--- src/rtl/seq_multiplier_pkg.sv ---
// Shared definitions for the sequential shift-add multiplier.
//   S_IDLE / S_RUN / S_DONE : FSM state encodings (2-bit, legacy-compatible)
//   DEFAULT_WIDTH           : default operand width
package seq_multiplier_pkg;

  localparam logic [1:0] S_IDLE = 2'b00;
  localparam logic [1:0] S_RUN  = 2'b01;
  localparam logic [1:0] S_DONE = 2'b10;

  localparam int DEFAULT_WIDTH = 32;

endpackage

--- src/rtl/adder_nbit.sv ---
// Ripple-carry adder built from a chain of full-adder cells.
// Ports:
//   S   [WIDTH]  sum
//   C_O          carry out of the top cell
//   A   [WIDTH]  addend
//   B   [WIDTH]  addend
//   C_I          carry into bit 0
module adder_nbit #(
  parameter int WIDTH = 32
) (
  output logic [WIDTH-1:0] S,
  output logic             C_O,
  input  logic [WIDTH-1:0] A,
  input  logic [WIDTH-1:0] B,
  input  logic             C_I
);

  logic [WIDTH:0] c;

  assign c[0] = C_I;

  for (genvar i = 0; i < WIDTH; i++) begin : g_fa
    // One full-adder cell per bit.
    assign S[i]   = A[i] ^ B[i] ^ c[i];
    assign c[i+1] = (A[i] & B[i]) | (c[i] & (A[i] ^ B[i]));
  end

  assign C_O = c[WIDTH];

endmodule

--- src/rtl/seq_multiplier.sv ---
// Unsigned shift-add multiplier: one partial-product step per clock, WIDTH
// steps per operation, 2*WIDTH-bit result.
// Ports:
//   clk      clock, rising edge
//   rst_n    asynchronous active-low reset
//   start    request, honoured only while idle
//   A        multiplicand, captured on the accepting edge
//   B        multiplier, captured on the accepting edge
//   busy     high whenever an operation is in flight (RUN or DONE)
//   done     one-cycle strobe, product valid while high
//   product  accumulator contents; equals A*B while done is high
module seq_multiplier
  import seq_multiplier_pkg::*;
#(
  parameter int WIDTH = DEFAULT_WIDTH
) (
  input  logic               clk,
  input  logic               rst_n,
  input  logic               start,
  input  logic [WIDTH-1:0]   A,
  input  logic [WIDTH-1:0]   B,
  output logic               busy,
  output logic               done,
  output logic [2*WIDTH-1:0] product
);

  localparam int CW = $clog2(WIDTH + 1);

  logic [1:0]         state;
  logic [CW-1:0]      count;
  logic [WIDTH-1:0]   mcand;
  logic [2*WIDTH-1:0] acc;

  logic [WIDTH-1:0]   addend;
  logic [WIDTH-1:0]   sum;
  logic               carry;

  // The low half of acc holds the not-yet-consumed multiplier bits; bit 0
  // selects whether this step adds the multiplicand into the high half.
  assign addend = acc[0] ? mcand : '0;

  adder_nbit #(.WIDTH(WIDTH)) u_adder (
    .S   (sum),
    .C_O (carry),
    .A   (acc[2*WIDTH-1:WIDTH]),
    .B   (addend),
    .C_I (1'b0)
  );

  always_ff @(posedge clk or negedge rst_n) begin
    if (!rst_n) begin
      state <= S_IDLE;
      count <= '0;
      mcand <= '0;
      acc   <= '0;
    end else begin
      case (state)
        S_IDLE: begin
          if (start) begin
            mcand <= A;
            acc   <= {{WIDTH{1'b0}}, B};
            count <= CW'(WIDTH);
            state <= S_RUN;
          end
        end
        S_RUN: begin
          // Carry lands in the MSB so no product bit is ever lost; the
          // consumed multiplier bit falls off the bottom.
          acc   <= {carry, sum, acc[WIDTH-1:1]};
          count <= count - 1'b1;
          if (count == CW'(1)) begin
            state <= S_DONE;
          end
        end
        S_DONE: begin
          state <= S_IDLE;
        end
        default: begin
          state <= S_IDLE;
        end
      endcase
    end
  end

  assign busy    = (state != S_IDLE);
  assign done    = (state == S_DONE);
  assign product = acc;

endmodule
--- config.mk ---
export PLATFORM = sky130hd
export DESIGN_NAME = seq_multiplier
export DESIGN_NICKNAME = d
export VERILOG_FILES = /design/src/rtl/seq_multiplier_pkg.sv /design/src/rtl/adder_nbit.sv /design/src/rtl/seq_multiplier.sv
export SDC_FILE = /design/constraint.sdc
export NUM_CORES = 1
export LEC_CHECK = 0
export CORE_ASPECT_RATIO = 1.75
export CORE_UTILIZATION = 50
export CTS_BUF_LIST = sky130_fd_sc_hd__clkbuf_8
export DETAILED_ROUTE_END_ITERATION = 12
export GPL_TIMING_DRIVEN = 1
export HOLD_SLACK_MARGIN = 0.03
export PLACE_DENSITY = 0.82
export SLEW_MARGIN = 15
export SYNTH_ARGS = -nofsm -noshare
export SYNTH_HDL_FRONTEND = slang
export SYNTH_SLANG_ARGS = --single-unit
--- constraint.sdc ---
create_clock -name clk -period 16.6 [get_ports clk]
set_input_delay 3.32 -clock clk [delete_from_list [all_inputs] [get_ports clk]]
set_output_delay 3.32 -clock clk [all_outputs]
set_load 0.005 [all_outputs]
==> impl_metrics.tcl <==
set metrics [dict create \
    status "completed" \
    fin_crit_sh 0.833 \
    dp_hpwl_um 8060 \
    synth-seq-cells 104 \
    drcViolationCount 0 \
    critPathMaxFanout 3 \
    clk_latency_ps 380 \
    cp-start-kind "flop" \
    vias 3976 \
    critPathArrivalTime_ps 14050 \
    fin_tns_setup_ps 0 \
    p_leak_nw 2.95 \
    max_stage_delay_ps 500 \
    slew_violations 0 \
    clk_path_buf_depth 2 \
    finalHoldViolCount 0 \
    tightestPinTransition_ps 1110 \
    antenna_found_initial 0 \
    ant_nets 0 \
    synth_area_sq_um 5000 \
    initial_core_util 0.521 \
    io_buffers 132 \
    fmax_mhz 72.3 \
    synthesis.nets 620 \
    cap_violations 0 \
    chipHeight_um 134 \
    p_total_mw 1.18 \
    postCtsSetupBuffers 0 \
    wl_per_cell_um 15.1 \
    antenna_cells 0 \
    cp_common_cell "fa_1" \
    cts_buffers 9 \
    grt_pass1_vias 4105 \
    peakVddDrop_v 0.0000963 \
    cts_tree "built" \
    cts_hold_buf 0 \
    design.core.area_sq_um 9590 \
    rsz0062_at_grt "no" \
    place.gp.congestion 0.755 \
    grt_max_degree 69 \
    hold_path.class "flop to flop" \
    synthesis.instances 519 \
    drive_gt1_frac 0.0437 \
    nets 737 \
    clkTransAtPathRegs_ps 90 \
    grt_pass1_wl_um 19100 \
    syn_to_final_growth_pct 33.3 \
    layout.cells.most_common_list "193 x nand2_1, 131 x clkdlybuf4s50_1, 104 x dfrtp_1" \
    cts-root-buf "clkbuf_8" \
    drtIter0Drc 227 \
    synth_cell_types 29 \
    layout_min_cycle_time_ps 13830 \
    slew_headroom 0.263 \
    cts_htree_levels 3 \
    fp.dieW_um 77.6 \
    critPathRequiredTime_ps 16820 \
    first_pass_iters 4 \
    yosysSeqAreaShare 0.521 \
    final_common_cell "nand2_1" \
    track_usage 0.236 \
    ioPinCount 133 \
    vias_per_cell 5.21 \
    crit_path_end_kind "flop" \
    pwr_density_cell_nw_per_um2 176 \
    crit_type "flop to flop" \
    cts.sinks 104 \
    die_area_sq_um 10400 \
    skew_ps 10.0 \
    setup_viol 0 \
    ctsResizeCount 0 \
    crit_slowest_cell "fa_1" \
    rows 47 \
    yosysWarnings 0 \
    syn_area_per_cell_sq_um 9.63 \
    wirelength_um 11500 \
    grt_overflow 0 \
]
[per-layer routing]
layer,global-route usage,routed length (um)
met1,0.284,4520
met2,0.411,6170
met4,0.113,269
met3,0.0361,527
met5,0,0
[critical path: cells and delay by family (launching register included)]
kind	cells	cell delay [ps]
adders and majority gates	32	12870
and+or+nand+nor	1	140
DFF	1	370
AOI/OAI and AO/OA	1	80
buffers and inverters	3	200
[registers in the layout, indices dropped and copies added (netlist names)]
name     flops
count        6
mcand       32
product     64
state        2
[cell usage after synthesis]
library cell | instances | share of area
or3b_1 | 1 | 0.0018
nor2b_1 | 2 | 0.0025
a22oi_1 | 32 | 0.048
ha_1 | 3 | 0.0075
nor3_1 | 1 | 0.0010
nor4_1 | 1 | 0.0013
mux2i_1 | 1 | 0.0020
a311oi_1 | 1 | 0.0018
fa_1 | 31 | 0.12
clkbuf_1 | 13 | 0.0098
dfrtp_1 | 104 | 0.52
nor2_1 | 1 | 0.00075
o311ai_0 | 1 | 0.0018
or2_2 | 1 | 0.0013
buf_2 | 18 | 0.018
and3b_1 | 1 | 0.0018
inv_1 | 35 | 0.026
nand2_1 | 193 | 0.14
nand3_1 | 33 | 0.033
nand2b_1 | 1 | 0.0013
and2_1 | 3 | 0.0038
o41ai_1 | 1 | 0.0018
nor3b_1 | 1 | 0.0015
buf_6 | 1 | 0.0023
o21ai_0 | 35 | 0.035
nand3b_1 | 1 | 0.0015
o21bai_1 | 1 | 0.0015
o31ai_1 | 1 | 0.0015
a41oi_1 | 1 | 0.0018
[where the power goes]
| group | leakage, nW | internal [mW] | total [mW] | switching (mW) |
|---|---|---|---|---|
| clock | 0.145 | 0.130 | 0.216 | 0.0860 |
| sequential | 1.30 | 0.372 | 0.463 | 0.0903 |
| combinational | 1.50 | 0.252 | 0.497 | 0.245 |
[final timing paths]
path                                   startpoint                       to  slack [ps]  depth (start not counted)
min in group asynchronous                   rst_n  product[28]$_DFFE_PN0P_        2950                          1
setup / recovery           product[0]$_DFFE_PN0P_  product[62]$_DFFE_PN0P_        2770                         37
hold / removal              mcand[11]$_DFFE_PN0P_    mcand[11]$_DFFE_PN0P_         480                          2
setup reg to reg           product[0]$_DFFE_PN0P_  product[62]$_DFFE_PN0P_        2770                         37
hold reg to reg             mcand[11]$_DFFE_PN0P_    mcand[11]$_DFFE_PN0P_         480                          2
max in group asynchronous                   rst_n  product[46]$_DFFE_PN0P_       12520                          2
[kinds of logic (layout without fill, tap and decap cells)]
kind of cell    Yosys count  after routing  synth area share
simple gates            240            240             0.196
flops                   104            104             0.521
compound gates           73             73            0.0931
buf+inv                  67            189            0.0563
fa+ha+maj                34             34             0.132
mux                       1              1           0.00200
[layout make-up]
| type | count | area, sq um |
|---|---|---|
| fillers | 759 | 2920 |
| flip-flops and latches | 104 | 2600 |
| multi-input cells | 348 | 2130 |
| repair buffers | 138 | 1360 |
| clock inverters | 7 | 159 |
| well taps | 122 | 153 |
| inverters | 35 | 131 |
| clock buffers | 9 | 124 |
[stage by stage]
step	instances	utilization	instance area (sq um)	hold slack, ps	setup WS (ps)
global route	763	0.695	6660	503	2310
floorplan	519	-	5000	438	3210
finish	763	0.695	6660	484	2770
detailed placement	747	0.665	6380	463	2740
global placement	747	0.665	6380	452	3060
CTS	763	0.695	6660	486	2720
No activity file was read; power rests on OpenSTA's default activity.
